**src/rtl/spike_counter_pkg.sv**
```systemverilog
// Shared definitions for the spike counter: FSM state encoding and default widths.
package spike_counter_pkg;

    localparam int unsigned CNT_W_DEF = 16;
    localparam int unsigned ID_W_DEF  = 16;

    typedef enum logic {
        StIdle  = 1'b0,
        StCount = 1'b1
    } state_e;

endpackage

```
**src/rtl/spike_counter.sv**
```systemverilog
// Windowed spike counter: counts (optionally id-filtered) spikes over back-to-back
// windows and hands each window's count to a valid/ready consumer.
module spike_counter
    import spike_counter_pkg::*;
#(
    parameter int unsigned CNT_W = CNT_W_DEF,
    parameter int unsigned ID_W  = ID_W_DEF
) (
    input  logic             neuron_clk,
    input  logic             reset_sim_n,
    input  logic             enable,
    input  logic             spike_in,
    input  logic [ID_W-1:0]  spkid_in,
    input  logic             filter_en,
    input  logic [ID_W-1:0]  filter_id,
    input  logic [31:0]      window_len,
    input  logic             cnt_ready,
    output logic [CNT_W-1:0] cnt_out,
    output logic             cnt_valid,
    output logic [ID_W-1:0]  last_spkid,
    output logic             overrun,
    output logic             counting
);

    localparam logic [CNT_W-1:0] CntMax = '1;

    state_e           r_state, w_state_next;
    logic [31:0]      r_timer, w_timer_next;
    logic [CNT_W-1:0] r_acc, w_acc_next;
    logic [CNT_W-1:0] r_cnt, w_cnt_next;
    logic             r_valid, w_valid_next;
    logic [ID_W-1:0]  r_last_id, w_last_id_next;
    logic             r_overrun, w_overrun_next;

    logic             w_hit;
    logic             w_win_end;
    logic [31:0]      w_win_last;
    logic [CNT_W-1:0] w_acc_inc;

    // window_len is compared live, so a mid-window change applies at the next compare.
    always_comb begin
        w_win_last = (window_len == 32'd0) ? 32'd0 : window_len - 32'd1;
        w_hit      = (r_state == StCount) && spike_in &&
                     (!filter_en || (spkid_in == filter_id));
        w_acc_inc  = (w_hit && (r_acc != CntMax)) ? r_acc + CNT_W'(1) : r_acc;
        w_win_end  = (r_state == StCount) && enable && (r_timer == w_win_last);
    end

    always_comb begin
        w_state_next = r_state;
        w_timer_next = r_timer;
        w_acc_next   = r_acc;
        case (r_state)
            StIdle: begin
                if (enable) begin
                    w_state_next = StCount;
                    w_timer_next = '0;
                    w_acc_next   = '0;
                end
            end
            StCount: begin
                if (!enable) begin
                    w_state_next = StIdle;
                    w_timer_next = '0;
                    w_acc_next   = '0;
                end else if (w_win_end) begin
                    w_timer_next = '0;
                    w_acc_next   = '0;
                end else begin
                    w_timer_next = r_timer + 32'd1;
                    w_acc_next   = w_acc_inc;
                end
            end
            default: w_state_next = StIdle;
        endcase
    end

    // A finished window loads only if the slot is free or being drained this cycle.
    always_comb begin
        w_cnt_next     = r_cnt;
        w_valid_next   = r_valid;
        w_overrun_next = r_overrun;
        w_last_id_next = r_last_id;
        if (w_hit) begin
            w_last_id_next = spkid_in;
        end
        if (w_win_end) begin
            if (!r_valid || cnt_ready) begin
                w_cnt_next   = w_acc_inc;
                w_valid_next = 1'b1;
            end else begin
                w_overrun_next = 1'b1;
            end
        end else if (r_valid && cnt_ready) begin
            w_valid_next = 1'b0;
        end
    end

    always_ff @(posedge neuron_clk) begin
        if (!reset_sim_n) begin
            r_state   <= StIdle;
            r_timer   <= '0;
            r_acc     <= '0;
            r_cnt     <= '0;
            r_valid   <= 1'b0;
            r_last_id <= '0;
            r_overrun <= 1'b0;
        end else begin
            r_state   <= w_state_next;
            r_timer   <= w_timer_next;
            r_acc     <= w_acc_next;
            r_cnt     <= w_cnt_next;
            r_valid   <= w_valid_next;
            r_last_id <= w_last_id_next;
            r_overrun <= w_overrun_next;
        end
    end

    assign cnt_out    = r_cnt;
    assign cnt_valid  = r_valid;
    assign last_spkid = r_last_id;
    assign overrun    = r_overrun;
    assign counting   = (r_state == StCount);

endmodule

```
**config.mk**
```make
export PLATFORM = sky130hd
export DESIGN_NAME = spike_counter
export DESIGN_NICKNAME = d
export VERILOG_FILES = /design/src/rtl/spike_counter_pkg.sv /design/src/rtl/spike_counter.sv
export SDC_FILE = /design/constraint.sdc
export NUM_CORES = 1
export LEC_CHECK = 0
export CORE_ASPECT_RATIO = 1.75
export CORE_UTILIZATION = 49
export CTS_CLUSTER_DIAMETER = 30
export DETAILED_ROUTE_END_ITERATION = 16
export PLACE_DENSITY = 0.81
export SLEW_MARGIN = 20
export SYNTH_ARGS = -nofsm -noshare
export SYNTH_HDL_FRONTEND = slang
export SYNTH_SLANG_ARGS = --single-unit
```
**constraint.sdc**
```tcl
create_clock -name neuron_clk -period 4.6 [get_ports neuron_clk]
set_clock_uncertainty 0.15 [all_clocks]
set_input_delay 0.92 -clock neuron_clk [delete_from_list [all_inputs] [get_ports neuron_clk]]
set_output_delay 0.92 -clock neuron_clk [all_outputs]
set_load 0.03 [all_outputs]
```
==> results.ini, run 1 <==
[power]
p_leak_nw = 3.04
powerDensity_nw_per_um2 = 209
finalPower_mw = 1.74
peakVddDrop_mv = 0.137

[layout]
final_nets = 1018
diodes = 0
syn_to_final_growth_pct = 38.8
drive_gt1_share_pct = 18.1

[setup_path]
crit_type = in2reg
r2r_start = r_timer[7]
cp-start-kind = input port
worst-path-max-fanout = 18
r2r_slack_ps = 1180
crit_required_ps = 4630
cp-startpoint = window_len[0]
cp-end-kind = flop
arrival_ps = 4630
worstReg2RegEnd = r_timer[24]
r2r_cells = 12

[grt]
grt_pass1_wl_mm = 29.3
grt_usage_pct = 29.6
antenna_found_initial = 0
grt_pass1_vias = 6217
grt_max_degree = 54
grt_remaining_overflow = 0

[hold_path]
hold_path.startpoint = cnt_out[0]
whs_path_depth = 2
hold_path.class = reg2reg
hold-path-endpoint = cnt_out[0]

[sta]
finalHoldViolations = 0
holdWs_ps = 304
max_freq_mhz = 217
layout_worst_path_cycle_share_pct = 100
setup_viol = 0
finalCriticalPeriod_ps = 4600
worst_slew_pin_slew_ps = 1080
maxSlewHeadroom_pct = 28.1
rsz0062_at_grt = yes
maxSlewViolCount = 0

[route]
wl_met3_mm = 1.00
highest_layer = met4
dr_total_vias = 6640
postRouteAntennaNets = 0
wl_per_cell_um = 18.0
drc = 0
route.met2.wl_mm = 10.4
wl_mm = 19.6
drt-pass1-iter-count = 8
via_per_inst = 6.11
wl_met1_mm = 6.64
dr.first_iter.drc_count = 325

[synth]
synth_warnings = 0
ys_ff_latch = 83
synth-xor-area-share_pct = 9.29
syn_inst = 771
synth.distinct_cells = 70
synth_edf_count = 0
synth_fp_nets = 844
synth.avg_cell_area_um2 = 7.77
syn_area_um2 = 5990
synthFlopType = dfxtp_1
synth_top_family_by_area = simple AND/OR/NAND/NOR gates
synth-compound-area-share_pct = 19.3
synth_mux_area_share_pct = 4.39
ys_seq_area_share_pct = 27.7
synthAdderAreaFrac_pct = 0.627
ys_async_sr_fraction_pct = 0
synth-simple-area-share_pct = 33.5

[floorplan]
io_pins = 105
fp.dieW_um = 85.6
start_util_pct = 50.2
std_cell_rows = 53
die_area_um2 = 12700
core-area_um2 = 11900
die_h_um = 148

[outcome]
status = finished clean

[clock_tree]
clock-sinks = 83
numCtsBuffers = 9
cts-htree-levels = 3
insertion_delay_ps = 340
cts_tree = done
clk_path_buf_depth = 2
cts_root_buf = clkbuf_16
clk_pin_slew_ps = 60

[place]
io_buffers = 104
dp_hpwl_mm = 14.7
gp_congestion = 1.08

[run]
cap_violations = 0

==> final cells by class <==
class                           instances  area, um2
Sequential cell                        83       1660
Timing Repair Buffer                  219       1990
Multi-Input combinational cell        619       4150
Fill cell                             974       3620
Tap cell                              137        171
Clock inverter                          4       50.0
Clock buffer                           12        246
Inverter                               13       48.8
==> what timing repair did <==
item,in CTS,in global routing
hold buffers,0,0
setup buffers,0,5
endpoints found under the hold margin,0,0
gates resized for setup,0,21
endpoints found under the setup margin,0,32
==> cell usage in the layout (no fill, tap or decap), types with 23 or more instances in the layout <==
cell type        instances
a31oi_1                 29
nor2_1                  43
buf_4                  107
mux2i_1                 24
nand3_1                 51
xor2_1                  34
o21ai_1                 26
dfxtp_1                 83
nand2_1                 72
a21oi_1                 36
xnor2_1                 27
nor2b_1                 23
clkdlybuf4s50_1        103
==> state kept, by name, indices dropped and copies added (netlist names) <==
name        count
cnt_out        16
cnt_valid       1
r_timer        32
last_spkid     16
overrun         1
r_acc          16
counting        1
==> through the flow <==
| stage | cell area, um2 | setup slack, ps | TNS, ps | std cells | util (%) |
|---|---|---|---|---|---|
| 3_3_place_gp | 7800 | -232 | -6140 | 1063 | 65.4 |
| 3_5_place_dp | 7800 | -295 | -9280 | 1063 | 65.4 |
| 4_1_cts | 8100 | 43.3 | 0 | 1079 | 67.9 |
| 5_1_grt | 8320 | -166 | -3450 | 1087 | 69.7 |
| 2_1_floorplan | 5990 | 140 | 0 | 771 | - |
| 6_report | 8320 | 1.14 | 0 | 1087 | 69.7 |
==> cell families (layout without fill, tap and decap cells) <==
| group | count (synthesis) | after routing |
|---|---|---|
| AND/OR/NAND/NOR | 352 | 352 |
| multiplexers | 26 | 26 |
| adder cells (fa/ha/maj) | 3 | 3 |
| buffers and inverters | 70 | 248 |
| XOR/XNOR | 62 | 62 |
| flip-flops | 83 | 83 |
| AO/OA/AOI/OAI | 175 | 176 |
==> Yosys cell counts (all sizes together), types with 4 or more instances <==
master	number	area, um2
or4	13	105
a22o	11	96.3
o211ai	4	30.0
mux2i	24	240
xnor2	27	236
xor2	34	298
and4	6	52.6
a21boi	5	37.5
and2	8	50.1
nand4	19	119
o31ai	6	45.0
dfxtp	83	1660
nand4b	6	52.6
inv	13	48.8
nand2	72	270
a31oi	30	188
and3	19	119
nand3	52	265
buf	26	144
nor4	22	201
o21ai	38	190
nor3	23	135
a21o	5	37.5
nor2b	23	144
or3	8	50.1
a21oi	40	200
clkbuf	31	116
or2	6	37.5
nor2	44	165
nand2b	18	113
a211oi	4	30.0
a211o	4	35.0
==> where the power goes <==
group | internal [mW] | switching (mW)
logic | 0.151 | 0.137
registers | 0.724 | 0.00502
clock network | 0.434 | 0.284
==> how the worst max path moves through the flow <==
stage,to,slack (ps)
2_1_floorplan,r_timer[21],140
3_3_place_gp,r_timer[6],-230
3_5_place_dp,r_timer[6],-290
4_1_cts,r_timer[12],40
5_1_grt,r_timer[23],-170
6_report,r_timer[24],1
==> worst max-delay path: stages <==
cell	delay (ps)
clkdlybuf4s50_1	440
inv_2	80
ha_2	180
nor4b_2	280
nand4_1	240
nor4_1	410
mux2i_1	300
xnor2_1	120
or4_4	560
nor3_4	350
a31oi_4	190
buf_6	180
clkbuf_16	170
a21oi_1	140
a31oi_1	60
==> routing by layer <==
layer  track usage, %  up-vias
li1                 -     3204
met4             22.2        0
met2             56.0      280
met5                0        -
met3             4.55       92
met1             27.8     3064
Note: power is estimated with default switching activity, not from simulation.
==> run 2, diff against run 1 <==
PLACE_DENSITY = 0.88   (was 0.81)
==> results.ini, run 2 (synthesized netlist as in run 1, its figures left out) <==
[outcome]
status = finished clean

[sta]
maxSlewViolCount = 0  ; unchanged
fin_ws_ps = 161  ; +160 ps
tns_ps = 0  ; unchanged
layout_worst_path_cycle_share_pct = 96.5  ; -3.5 points
maxSlewHeadroom_pct = 30.0  ; +1.9 points
finalCriticalPeriod_ps = 4440  ; -160 ps
holdWs_ps = 308  ; +3.77 ps
rsz0062_at_grt = no
max_freq_mhz = 225  ; +3.6%
worst_slew_pin_slew_ps = 1050  ; -28.5 ps
finalHoldViolations = 0  ; unchanged
setup_viol = 0  ; unchanged

[hold_path]
whs_path_depth = 2  ; unchanged
hold_path.startpoint = cnt_out[11]
hold-path-endpoint = cnt_out[11]
hold_path.class = reg2reg

[layout]
layout.cells.most_common = clkdlybuf4s50_1
area.sequential_um2 = 1660  ; unchanged
final_cell_mix = 104 x clkdlybuf4s50_1, 98 x buf_4, 83 x dfxtp_1, 72 x nand2_1, 51 x nand3_1
utilization_pct = 68.2  ; -1.5 points
fillCellCount = 975  ; +0.10%
drive_gt1_share_pct = 16.3  ; -1.8 points
multi_input_area_um2 = 4090  ; -1.4%
syn_to_final_growth_pct = 35.9
final_nets = 1005  ; -1.3%
top_register = r_timer
largest_reg_flops = 32  ; unchanged
diodes = 0  ; unchanged

[route]
dr_total_vias = 6498  ; -2.1%
postRouteAntennaNets = 0  ; unchanged
wl_mm = 18.9  ; -3.6%
wl_per_cell_um = 17.6  ; -2.4%
drt-pass1-iter-count = 5  ; -3
via_per_inst = 6.05  ; -0.95%
dr.first_iter.drc_count = 404  ; +24%
drc = 0  ; unchanged

[clock_tree]
clk_path_buf_depth = 2  ; unchanged
cts_tree = done
clk_pin_slew_ps = 60  ; about the same
insertion_delay_ps = 340  ; about the same
cts-htree-levels = 3  ; unchanged
cts_root_buf = clkbuf_16
numCtsBuffers = 9  ; unchanged
cts_hold_repair.buffers = 0  ; unchanged
clock-sinks = 83  ; unchanged

[power]
power_frac_seq_pct = 42.1  ; about the same
powerDensity_nw_per_um2 = 213  ; +2.0%
peakVddDrop_mv = 0.135  ; -2.0%
swShare_pct = 24.8  ; +0.24 points
p_leak_nw = 2.92  ; -3.7%
p_clk_share_pct = 41.8  ; +0.4 points
switching_power_uw = 429  ; +0.80%
finalPower_mw = 1.73  ; -0.19%
p_int_mw = 1.30  ; -0.51%
p_comb_share_pct = 16.1  ; -0.5 points

[setup_path]
crit_type = in2reg
r2r_slack_ps = 1360  ; +180 ps
crit_required_ps = 4710  ; +80 ps
cp-end-kind = flop
r2r_cells = 11  ; -1
worst-path-max-fanout = 19  ; +1
cp-start-kind = input port
r2r_start = r_timer[7]
worstReg2RegEnd = cnt_out[15]
arrival_ps = 4550  ; -80 ps

[grt]
grt_pass1_vias = 6356  ; +2.2%
grt_max_degree = 37  ; -31%
grt_pass1_wl_mm = 30.1  ; +2.5%
grt_remaining_overflow = 0  ; unchanged
antenna_found_initial = 0  ; unchanged
grt_usage_pct = 30.2  ; +0.62 points

[place]
io_buffers = 104  ; unchanged
gp_congestion = 0.987  ; -9.0%
dp_hpwl_mm = 14.9  ; +1.4%
place_ws_ps = -347  ; -52.9 ps

[floorplan]
die_area_um2 = 12700  ; unchanged
io_pins = 105  ; unchanged
start_util_pct = 50.2  ; unchanged
die_h_um = 148  ; unchanged
std_cell_rows = 53  ; unchanged
fp.dieW_um = 85.6  ; unchanged
core-area_um2 = 11900  ; unchanged

[run]
cap_violations = 0  ; unchanged

## run 2: cell count changes in the layout (fill, tap and decap cells not counted), sizes merged
cell | previous run | this run
a31oi | 31 | 30
buf | 114 | 103
clkbuf | 14 | 10
clkdlybuf4s50 | 103 | 104
clkinv | 1 | 4
clkinvlp | 2 | 1
## run 2: layer usage
metal  wire (um)  track usage [%]  vias to the layer above
li1            -                -                     3160
met1        6470             28.4                     2963
met2        9960             57.3                      288
met3         950             4.33                       87
met4        1470             22.9                        0
met5           0                0                        -
## run 2: worst max-delay path by stage
stage / from / end / slack [ps] / cells after the start
after floorplan: window_len[0] / r_timer[21] / 140 / 14
after global placement: window_len[0] / r_timer[21] / -280 / 14
after detailed placement: window_len[0] / r_timer[20] / -350 / 14
after CTS: window_len[0] / r_acc[3] / 50 / 15
after global routing: window_len[19] / cnt_out[15] / 20 / 14
final: window_len[27] / r_timer[6] / 160 / 14
## run 2: critical path: stages
cell and delay (ps):
clkdlybuf4s50_1 420, or4_4 540, or4_4 510, buf_4 160, nor3_2 310, a2111oi_0 110, o21a_1 230, o32ai_2 370
nor2_1 160, a31oi_4 210, buf_12 180, buf_4 190, nand2b_1 80, a31oi_1 150
## run 2: cell type report
cell class	instances	area share, %
Inverter	13	0.599
Tap cell	137	2.11
Timing Repair Buffer	207	22.9
Sequential cell	83	20.4
Clock inverter	6	0.799
Multi-Input combinational cell	618	50.2
Clock buffer	10	2.94
## run 2: power by group through the flow
stage | registers, mW | clock network [mW] | logic, mW
6_report | 0.730 | 0.725 | 0.278
5_1_grt | 0.730 | 0.764 | 0.298
4_1_cts | 0.729 | 0.729 | 0.275
3_5_place_dp | 0.745 | 0 | 0.273
3_3_place_gp | 0.745 | 0 | 0.269
2_1_floorplan | 0.751 | 0 | 0.116
## run 2: repair_timing
action	in CTS	in global routing
gates resized for setup	1	8
pin swaps	0	3
endpoints found under the setup margin	2	63
setup buffers	0	3
## run 2: through the flow
stage / std cells / area, um2
floorplan: 771 / 5990
global placement: 1055 / 7760
detailed placement: 1055 / 7760
CTS: 1071 / 8070
global route: 1074 / 8140
finish: 1074 / 8140
==> run 3, diff against run 2 <==
CORE_UTILIZATION = 40   (was 49)
CTS_CLUSTER_SIZE = 16   (was not set)
PLACE_DENSITY = 0.76   (was 0.88)
==> results.ini, run 3 (synthesized netlist as in run 1, its figures left out) <==
[floorplan]
start_util_pct = 41.3  ; -8.9 points
std_cell_rows = 58  ; +9.4%
die_area_um2 = 15500  ; +22%
die_h_um = 164  ; +11%
io_pins = 105  ; unchanged
fp.dieW_um = 94.5  ; +10%
core-area_um2 = 14500  ; +22%

[setup_path]
crit_type = in2reg
cp-start-kind = input port
arrival_ps = 4580  ; +30 ps
worst-path-max-fanout = 14  ; -5
cp-end-kind = flop
crit_required_ps = 4670  ; -40 ps
r2r_slack_ps = 1200  ; -160 ps

[place]
io_buffers = 104  ; unchanged
gp_congestion = 1.01  ; +1.8%
place_ws_ps = -302  ; +45.2 ps
dp_hpwl_mm = 14.6  ; -1.8%
dp_cells = 1097  ; +4.0%

[sta]
max_freq_mhz = 222  ; -1.5%
tns_ps = 0  ; unchanged
finalCriticalPeriod_ps = 4510  ; +69.6 ps
worst_slew_pin_slew_ps = 914  ; -136 ps
finalHoldViolations = 0  ; unchanged
setup_viol = 0  ; unchanged
maxSlewHeadroom_pct = 38.9  ; +8.9 points
maxSlewViolCount = 0  ; unchanged
layout_worst_path_cycle_share_pct = 98.0  ; +1.5 points
fin_ws_ps = 91.5  ; -69.6 ps

[grt]
met3_usage_pct = 2.59  ; -1.7 points
grt_pass1_wl_mm = 29.0  ; -3.6%
grt_pass1_vias = 6178  ; -2.8%
grt_usage_pct = 24.0  ; -6.2 points
use_met2_pct = 46.5  ; -11 points
antenna_found_initial = 0  ; unchanged
grt_remaining_overflow = 0  ; unchanged
grt_max_degree = 56  ; +51%
grt_most_used_layer = met2
met1_usage_pct = 22.4  ; -5.9 points

[clock_tree]
insertion_delay_ps = 330  ; about the same
cts-htree-levels = 3  ; unchanged
clk_pin_slew_ps = 60  ; about the same
cts_root_buf = clkbuf_16
numCtsBuffers = 9  ; unchanged
clk_path_buf_depth = 2  ; unchanged
clock-sinks = 83  ; unchanged
cts_tree = done

[run]
cap_violations = 0  ; unchanged

[route]
postRouteAntennaNets = 0  ; unchanged
wl_mm = 19.0  ; +0.57%
dr_total_vias = 6501  ; +0.046%
dr.first_iter.drc_count = 406  ; +0.50%
wl_per_cell_um = 16.9  ; -3.6%
via_per_inst = 5.80  ; -4.1%
drc = 0  ; unchanged
drt-pass1-iter-count = 5  ; unchanged

[layout]
syn_to_final_growth_pct = 39.3
diodes = 0  ; unchanged
final_cell_mix = 103 x clkdlybuf4s50_1, 94 x buf_4, 83 x dfxtp_1, 72 x nand2_1, 51 x nand3_1
final_cells = 1120  ; +4.3%
largest_reg_flops = 32  ; unchanged
top_register = r_timer
layout.cells.most_common = clkdlybuf4s50_1
fillCellCount = 1338  ; +37%
drive_gt1_share_pct = 17.3  ; +1.0 points
final_nets = 1009  ; +0.40%

[power]
p_int_mw = 1.25  ; -4.0%
p_comb_share_pct = 17.2  ; +1.1 points
switching_power_uw = 427  ; -0.43%
power_frac_seq_pct = 43.4  ; +1.3 points
swShare_pct = 25.4  ; +0.68 points
p_leak_nw = 2.99  ; +2.4%
powerDensity_nw_per_um2 = 201  ; -5.5%
p_clk_share_pct = 39.4  ; -2.4 points
peakVddDrop_mv = 0.198  ; +47%

[outcome]
status = finished clean

[hold_path]
hold_path.class = reg2reg

## run 3: final cells by class
cell class                      count  area, um2  area share, %
Clock buffer                       11        243           2.91
Clock inverter                      4       27.5          0.330
Inverter                           13       48.8          0.585
Multi-Input combinational cell    619       4190           50.2
Sequential cell                    83       1660           19.9
Tap cell                          180        225           2.70
Timing Repair Buffer              210       1950           23.3
## run 3: layer usage
metal | up-vias | wire length [um]
li1 | 3180 | -
met1 | 2998 | 6570
met2 | 257 | 10100
met3 | 66 | 991
met4 | 0 | 1260
met5 | - | 0
## run 3: path summary, 6_finish.rpt
path,start,endpoint,cells past startpoint
worst min-delay path,cnt_out[1],cnt_out[1],2
worst max-delay path,window_len[27],r_timer[21],12
worst max register to register,r_timer[7],r_timer[17],12
worst min register to register,cnt_out[1],cnt_out[1],2
## run 3: metrics by stage
| stage | power, mW | utilization [%] | hold WS (ps) | cell area (um2) |
|---|---|---|---|---|
| finish | 1.68 | 57.5 | 304 | 8350 |
| global route | 1.74 | 57.5 | 331 | 8350 |
| CTS | 1.67 | 55.5 | 307 | 8050 |
| detailed placement | 1.02 | 53.6 | 299 | 7780 |
| global placement | 1.01 | 53.6 | 293 | 7780 |
| floorplan | 0.867 | - | 304 | 5990 |
## run 3: worst max-delay path, cell delays in order
cell and delay, ps:
clkdlybuf4s50_1 420, or4_4 540, or4_4 530, nor3_4 280
a21oi_1 100, xnor2_1 160, or4_4 530, nor3_4 320
a31oi_4 140, buf_12 170, buf_6 150, a221o_1 310
## run 3: repair_timing
| action | 4_1_cts | 5_1_grt |
|---|---|---|
| hold buffers | 0 | 0 |
| endpoints found under the setup margin | 0 | 63 |
| resized for setup | 0 | 29 |
| buffers inserted | 0 | 2 |
| hold endpoints to repair | 0 | 0 |
## run 3: power by group through the flow
stage | clock network, mW | registers, mW | logic, mW
after floorplan | 0 | 0.751 | 0.116
after global placement | 0 | 0.745 | 0.269
after detailed placement | 0 | 0.745 | 0.272
after CTS | 0.672 | 0.729 | 0.273
after global routing | 0.696 | 0.730 | 0.312
final | 0.661 | 0.729 | 0.288
